### config.mk
export PLATFORM = sky130hd
export DESIGN_NAME = uart_fifo
export DESIGN_NICKNAME = d
export VERILOG_FILES = /design/src/rtl/uart_pkg.sv /design/src/rtl/sync_fifo.sv /design/src/rtl/uart_fifo.sv
export SDC_FILE = /design/constraint.sdc
export NUM_CORES = 1
export LEC_CHECK = 0
export ABC_CLOCK_PERIOD_IN_PS = 4100
export BUFFER_PORTS_ARGS = -buffer_cell sky130_fd_sc_hd__buf_2
export CAP_MARGIN = 10
export CORE_ASPECT_RATIO = 0.8
export CORE_MARGIN = 4
export CORE_UTILIZATION = 60
export CTS_CLUSTER_DIAMETER = 30
export DETAILED_ROUTE_END_ITERATION = 8
export PLACE_DENSITY = 0.8
export REMOVE_ABC_BUFFERS = 1
export SLEW_MARGIN = 20
export SYNTH_ARGS = -nofsm -noshare
export SYNTH_HDL_FRONTEND = slang
export SYNTH_HIERARCHICAL = 1
export SYNTH_SLANG_ARGS = --single-unit
### constraint.sdc
create_clock -name CLK_I -period 4.1 [get_ports CLK_I]
set_input_delay 0.205 -clock CLK_I [delete_from_list [all_inputs] [get_ports CLK_I]]
set_output_delay 0.205 -clock CLK_I [all_outputs]
set_load 0.1 [all_outputs]
### src/rtl/uart_pkg.sv
// Shared constants for the uart byte-buffering slice.
//   UART_DW      : uart character width in bits
//   ERRCNT_W     : width of the saturating framing-error counter
//   UART_FIFO_AW : default log2 depth of the TX/RX FIFOs
package uart_pkg;

   localparam int UART_DW      = 8;
   localparam int ERRCNT_W     = 8;
   localparam int UART_FIFO_AW = 4;

   typedef logic [UART_DW-1:0] uart_byte_t;

   localparam logic [ERRCNT_W-1:0] ERRCNT_MAX = '1;

endpackage

### src/rtl/sync_fifo.sv
// Single-clock FIFO with register-array storage and fall-through read port.
// Ports:
//   CLK_I, RESET_N_I : clock, async active-low reset (empties the FIFO)
//   push, din        : write din at the tail; ignored while full
//   pop              : drop the head; ignored while empty
//   dout             : current head, 0 while empty
//   full, empty      : occupancy flags
//   level            : occupancy, 0..2**AW
module sync_fifo
   import uart_pkg::*;
#(
   parameter int DW = UART_DW,
   parameter int AW = UART_FIFO_AW
) (
   input  logic          CLK_I,
   input  logic          RESET_N_I,
   input  logic          push,
   input  logic          pop,
   input  logic [DW-1:0] din,
   output logic [DW-1:0] dout,
   output logic          full,
   output logic          empty,
   output logic [AW:0]   level
);

   localparam int DEPTH = 2**AW;

   logic [AW:0]   wr_ptr;
   logic [AW:0]   rd_ptr;
   logic [DW-1:0] mem [DEPTH];
   logic          do_push;
   logic          do_pop;

   // The extra pointer bit separates full from empty when the index bits match.
   assign full    = (wr_ptr[AW] != rd_ptr[AW]) && (wr_ptr[AW-1:0] == rd_ptr[AW-1:0]);
   assign empty   = (wr_ptr == rd_ptr);
   // Full is judged before any same-cycle pop, so a pop never makes room for a push.
   assign do_push = push && !full;
   assign do_pop  = pop && !empty;
   assign level   = wr_ptr - rd_ptr;
   // Storage is not reset; masking with empty keeps stale bytes invisible.
   assign dout    = empty ? '0 : mem[rd_ptr[AW-1:0]];

   always_ff @(posedge CLK_I or negedge RESET_N_I) begin
      if (!RESET_N_I) begin
         wr_ptr <= '0;
         rd_ptr <= '0;
      end else begin
         if (do_push) wr_ptr <= wr_ptr + 1'b1;
         if (do_pop)  rd_ptr <= rd_ptr + 1'b1;
      end
   end

   always_ff @(posedge CLK_I) begin
      if (do_push) mem[wr_ptr[AW-1:0]] <= din;
   end

endmodule

### src/rtl/uart_fifo.sv
// Byte buffering between the bus glue and the uart core.
// Ports:
//   CLK_I, RESET_N_I          : clock, async active-low reset
//   WR_DATA_I/WR_VALID_I/WR_READY_O : bus-side push into the TX FIFO
//   UTX_DATA_O/UTX_VALID_O/UTX_BUSY_I : TX FIFO head towards the uart transmitter
//   URX_DATA_I/URX_VALID_I    : received byte strobe from the uart
//   URX_ERROR_I               : framing-error strobe from the uart
//   RD_DATA_O/RD_VALID_O/RD_I : fall-through RX FIFO head and pop
//   TX_LEVEL_O/RX_LEVEL_O     : FIFO occupancies
//   RX_OVERRUN_O              : sticky, an RX byte was dropped on a full FIFO
//   RX_ERRCNT_O               : saturating framing-error count
//   CLR_I                     : clears overrun flag and error count
module uart_fifo
   import uart_pkg::*;
#(
   parameter int AW = UART_FIFO_AW
) (
   input  logic                CLK_I,
   input  logic                RESET_N_I,
   input  logic [UART_DW-1:0]  WR_DATA_I,
   input  logic                WR_VALID_I,
   output logic                WR_READY_O,
   output logic [UART_DW-1:0]  UTX_DATA_O,
   output logic                UTX_VALID_O,
   input  logic                UTX_BUSY_I,
   input  logic [UART_DW-1:0]  URX_DATA_I,
   input  logic                URX_VALID_I,
   input  logic                URX_ERROR_I,
   output logic [UART_DW-1:0]  RD_DATA_O,
   output logic                RD_VALID_O,
   input  logic                RD_I,
   output logic [AW:0]         TX_LEVEL_O,
   output logic [AW:0]         RX_LEVEL_O,
   output logic                RX_OVERRUN_O,
   output logic [ERRCNT_W-1:0] RX_ERRCNT_O,
   input  logic                CLR_I
);

   logic tx_full;
   logic tx_empty;
   logic tx_push;
   logic tx_pop;
   logic rx_full;
   logic rx_empty;
   logic rx_pop;

   assign WR_READY_O  = !tx_full;
   assign UTX_VALID_O = !tx_empty;
   assign RD_VALID_O  = !rx_empty;

   assign tx_push = WR_VALID_I && !tx_full;
   // The uart latches the head on this edge and raises busy from it.
   assign tx_pop  = !tx_empty && !UTX_BUSY_I;
   assign rx_pop  = RD_I && !rx_empty;

   sync_fifo #(.DW(UART_DW), .AW(AW)) u_tx_fifo (
      .CLK_I     (CLK_I),
      .RESET_N_I (RESET_N_I),
      .push      (tx_push),
      .pop       (tx_pop),
      .din       (WR_DATA_I),
      .dout      (UTX_DATA_O),
      .full      (tx_full),
      .empty     (tx_empty),
      .level     (TX_LEVEL_O)
   );

   sync_fifo #(.DW(UART_DW), .AW(AW)) u_rx_fifo (
      .CLK_I     (CLK_I),
      .RESET_N_I (RESET_N_I),
      .push      (URX_VALID_I),
      .pop       (rx_pop),
      .din       (URX_DATA_I),
      .dout      (RD_DATA_O),
      .full      (rx_full),
      .empty     (rx_empty),
      .level     (RX_LEVEL_O)
   );

   // A new overrun or error event takes priority over a coincident clear.
   always_ff @(posedge CLK_I or negedge RESET_N_I) begin
      if (!RESET_N_I) begin
         RX_OVERRUN_O <= 1'b0;
      end else if (URX_VALID_I && rx_full) begin
         RX_OVERRUN_O <= 1'b1;
      end else if (CLR_I) begin
         RX_OVERRUN_O <= 1'b0;
      end
   end

   always_ff @(posedge CLK_I or negedge RESET_N_I) begin
      if (!RESET_N_I) begin
         RX_ERRCNT_O <= '0;
      end else if (URX_ERROR_I) begin
         if (CLR_I)
            RX_ERRCNT_O <= {{(ERRCNT_W-1){1'b0}}, 1'b1};
         else if (RX_ERRCNT_O != ERRCNT_MAX)
            RX_ERRCNT_O <= RX_ERRCNT_O + 1'b1;
      end else if (CLR_I) begin
         RX_ERRCNT_O <= '0;
      end
   end

endmodule

---- Word-level counts from Yosys, hierarchy flattened ----
Memory sizes are Yosys's and may differ from the RTL's.
Index checks and enable logic that the tools add are counted.
word-level totals
  memories ................................ 2
  word-level logic and storage cells ...... 53
  input port bits ......................... 24
  flip-flop bits (word level) ............. 29
  output and inout port bits .............. 38
  memory bits (writable) .................. 256
cells by class
  $add $sub $neg .......................... 7
  reduce and logical (&&, ||, !) cells .... 19
  equal/unequal tests ..................... 7
  mux-type cells .......................... 12
memories
  name           words  bits a word  rd ports  clocked after memory_dff  wr ports  line             source
  u_rx_fifo.mem  16     8            1         0                         1         sync_fifo.sv:30  logic [DW-1:0] mem [DEPTH];
  u_tx_fifo.mem  16     8            1         0                         1         sync_fifo.sv:30
operators with widths
  kind                                                           count
  8-bit two-way mux                                              6
  5-bit by 1-bit adder with 5-bit output, second input constant  4
  5-bit == test                                                  2
  1-bit logical AND                                              10
  5-bit subtractor                                               2
  8-bit by 1-bit adder with 8-bit output, second input constant  1
  4-bit == test                                                  2
  8-bit != test, second input constant                           1
  1-bit two-way mux                                              6
  2-bit nonzero test                                             3
  1-bit zero test                                                5
  1-bit != test                                                  2
  2-bit AND reduction                                            1

---- Longest topological paths before layout ----
  word-level depth ........................ 7
  depth in mapped cells ................... 11
  depth with buffers taken out ............ 8

---- Cells and area by module ----
The synthesis kept the hierarchy.
by module, submodules not included
  module                 cells each  area each (um^2)  sequential area each (um^2)  instances
  sync_fifo (u_rx_fifo)  285         5,695.5           4,093.9                      1
  sync_fifo (u_tx_fifo)  283         5,662.9           4,093.9                      1
  uart_fifo              59          565.5             225.2                        1

---- Least setup slack after synthesis ----
Ideal clock, no wire load.
  path type ............................... reg-to-output
  start ................................... register u_rx_fifo.rd_ptr[1]
  end ..................................... output port RD_DATA_O[6]
  data required time ...................... 3.895 ns
  path buffers ............................ 2
  slack ................................... 0.672 ns
  stages on the path, launching flop included .. 9
  data arrival time ....................... 3.223 ns
  cells stage by stage .................... dfrtp_1 buf_2 clkbuf_1 inv_1 ha_1 and4_1 nand2_1 o221ai_1 a21oi_1
on the way
  cells in the longest elaborated chain, start to end .. 2
  elaborated cells on any way between the ends .. 3
  those cells by class .................... eq/ne (1); mux (1); memory (1)
RTL lines
  what                                                            line             source
  start: declaration                                              sync_fifo.sv:29  logic [AW:0] rd_ptr;
  start signal: assignment                                        sync_fifo.sv:50  if (do_pop) rd_ptr <= rd_ptr + 1'b1;
  memory read 16 x 8 bit / 5-bit == test (equally long branches)  n/a
  8-bit two-way mux *                                             sync_fifo.sv:42  assign dout = empty ? '0 : mem[rd_ptr[AW-1:0]];
  end: declaration                                                uart_fifo.sv:29  output logic [UART_DW-1:0] RD_DATA_O,
Mark *: on every way between the ends. The rest lies on a longest branch, timed or not.

---- Final worst setup path ----
  start ................................... register u_rx_fifo.rd_ptr[2]
  end ..................................... output port RD_DATA_O[2]
on the way
  cells in the longest elaborated chain, start to end .. 2
  elaborated cells on any way between the ends .. 3
  those cells by class .................... eq/ne (1); mux (1); memory (1)
RTL lines
  what               line             source
  5-bit == test      sync_fifo.sv:36  assign empty = (wr_ptr == rd_ptr);
  net rx_empty       uart_fifo.sv:44  logic rx_empty;
  8-bit two-way mux  sync_fifo.sv:42
The timed path passes the listed nets, and every way through them passes these cells.

==> qor.yml <==
clocking:
  htree_levels: 2
  cts_tree: "done"
  cts_setup_buffers: 0
  postCtsResizedCells: 0
  root_buffer: "clkbuf_16"
  cts_buffers: 39
  path_clk_slew_ns: 0.06
  cts_buffer_depth: 3
  cts_sinks: 285
  clock_latency_ns: 0.52
  cts_hold_buf: 2
grt:
  first_global_vias: 6666
  overflow: 0
  antenna_found_initial: 0
  grt_pass1_wl_um: 40050
  grt_max_degree: 36
  grt_use_total_pct: 23.63
logic_synthesis:
  synth_edf_count: 256
  ys_ff_latch: 285
  avgSynthCellArea_um2: 19.02
  ys.flop_type: "edfxtp_1"
  yosysTopAreaCellShare_pct: 64.47
  syn_area_um2: 11920
  netlist_instances: 627
  yosys_warnings: 6
  ys_types: 54
  synth_seq_area_share_pct: 70.56
  synth.area.top_cells: "edfxtp_1, mux4_2, dfrtp_1"
  synth_top_area_cell: "edfxtp_1"
  async_reset_ff_share_pct: 10.18
finish:
  final_core_util_pct: 71.71
  drive_gt1_share_pct: 26.17
  layout.nets: 765
  areaGrowthSynthToFinish_pct: 15.80
  antenna_cells: 0
  stdcell_area_um2: 13810
status:
  outcome: "finished clean"
sta:
  hold_viol_final: 0
  finalCritPeriodShare_pct: 88.50
  tns_ns: 0
  drv_slew: 0
  fin_ws_ns: 0.4716
  rsz0062_at_grt: "no"
  maxSlewHeadroom_pct: 42.55
  period_needed_ns: 3.628
  fmax_mhz: 275.6
  setup-violations-final: 0
  worst_slew_pin_slew_ns: 0.8585
  clock-skew-final_ns: 0.01401
placement:
  pre_cts_slack_ns: 1.030
  placed_cell_area_um2: 12470
  hpwlAfterDp_um: 15560
  port_buffers: 61
  gp_congestion: 0.9138
setup_path:
  crit_path_start: "u_rx_fifo/rd_ptr[2]$_DFFE_PN0P_"
  worstPathArrival_ns: 3.42
  cp.required_ns: 3.89
  crit_path_end_kind: "output port"
  start_kind: "register"
  critPathKind: "register to output port"
  crit_fanout: 13
  timing.rr.start: "u_rx_fifo/rd_ptr[2]$_DFFE_PN0P_"
detailed_routing:
  wl_met2_um: 11940
  dr.pass1.iters: 5
  drtAntennaViolNets: 0
  routed.top_layer: "met4"
  wirelength_um: 25900
  via_per_inst: 6.483
  avgRoutedWirePerCell_um: 25.72
  met3_length_um: 2614
  vias: 6528
  drtIter0Drc: 792
  drcViolationCount: 0
  wl_met1_um: 10890
floorplan:
  die_x_um: 165.6
  die_area_um2: 22210
  io_pins: 62
  initial_core_util_pct: 61.92
  die_y_um: 134.1
  row_count: 45
  design.core.area_um2: 19260
hold_path:
  hold_class: "primary input to register"
  min_from: "CLR_I"
flow_run:
  cap_violations: 0
[flip-flops by register name, indices dropped and copies added (netlist names)]
signal and count:
u_rx_fifo/wr_ptr 5, u_tx_fifo/rd_ptr 5, u_rx_fifo/rd_ptr 5, RX_ERRCNT_O 8, RX_OVERRUN_O 1, u_rx_fifo/mem 128, u_tx_fifo/wr_ptr 5, u_tx_fifo/mem 128
[critical path: stages, from the launching register on]
cell     delay (ns)
dfrtp_1        0.66
inv_1          0.17
ha_1           0.39
and4_1         0.20
nand2_1        0.27
inv_4          0.15
nor2_2         0.37
a221o_1        0.26
buf_2          0.44
[cell usage in the layout (no fill, tap or decap), drive strengths merged, types with 2 or more instances in the layout]
master,netlist,layout
ha,19,19
nor2b,3,3
fa,2,2
clkinv,1,7
dfrtp,29,29
nand2b,4,4
and3,10,10
a211oi,5,5
o21ai,4,4
nor4,4,4
nor2,23,23
mux2,3,3
inv,29,40
nand2,20,20
xnor2,22,22
mux4,64,64
bufinv,0,3
buf,18,77
a21oi,9,9
nor3,25,25
a21o,4,4
nand4,9,9
xor2,3,3
o221ai,2,2
nand3,7,7
clkbuf,9,45
mux2i,17,17
and4,3,3
a221o,14,14
edfxtp,256,256
dlygate4sd3,0,2
clkinvlp,0,5
[worst paths after layout]
kind,endpoint,slack (ns),depth (start not counted)
worst max register to register,u_rx_fifo/mem[12][2]$_DFFE_PP_,0.87,6
min in group asynchronous,RX_ERRCNT_O[3]$_DFFE_PN0P_,0.28,2
max in group asynchronous,u_rx_fifo/rd_ptr[0]$_DFFE_PN0P_,3.33,2
worst max-delay path,RD_DATA_O[2],0.47,8
worst min register to register,u_tx_fifo/wr_ptr[4]$_DFFE_PN0P_,0.52,1
worst min-delay path,RX_ERRCNT_O[2]$_DFFE_PN0P_,0.02,2
[final cells by class]
cell class	instances	area, um^2
fillers	1121	5448
inverters	30	116.4
multi-input cells	285	3192
well taps	258	322.8
flip-flops and latches	285	8416
clock inverters	25	296.5
clock buffers	45	1020
repair buffers	79	445.4
[through the flow]
stage          hold WS, ns  instances
2_1_floorplan     -0.09059        600
3_3_place_gp        0.2787        935
3_5_place_dp        0.2948        935
4_1_cts           0.009906       1007
5_1_grt            0.03855       1007
6_report           0.01749       1007
[metal layers]
metal / up-vias / track usage (%)
met3: 43 / 5.510
met1: 3344 / 35.90
li1: 2749 / -
met2: 392 / 35.43
met4: 0 / 6.138
met5: - / 0
[synthesized netlist by cell type (2+ instances only)]
cell type / count
inv_2: 3
xnor2_1: 20
nor3_1: 25
a21o_1: 4
dfrtp_1: 29
and3_1: 10
and4_1: 2
o21ai_1: 2
buf_6: 3
mux2_1: 2
inv_1: 25
xor2_1: 3
o221ai_1: 2
clkbuf_1: 8
xnor2_2: 2
nor2_2: 2
a21oi_1: 9
o21ai_0: 2
buf_2: 6
buf_12: 2
nor2_1: 21
nor4_1: 4
fa_1: 2
edfxtp_1: 256
nand3_1: 7
a211oi_1: 5
nor2b_1: 3
mux2i_1: 17
a221o_1: 14
nand2b_1: 4
nand4_1: 8
mux4_1: 26
buf_8: 2
nand2_1: 19
ha_1: 19
mux4_2: 38
buf_4: 4
[kinds of logic after synthesis]
| family | count (synthesis) | synth area share [%] |
|---|---|---|
| simple gates | 110 | 4.764 |
| xor+xnor | 25 | 1.962 |
| fa+ha+maj | 21 | 2.330 |
| flops | 285 | 70.56 |
| buf+inv | 57 | 2.676 |
| compound gates | 45 | 3.096 |
| mux | 84 | 14.62 |
Power is left out: the tool's default activity adds up to more than one toggle a clock period on the data nets, which glitch-free logic cannot reach.
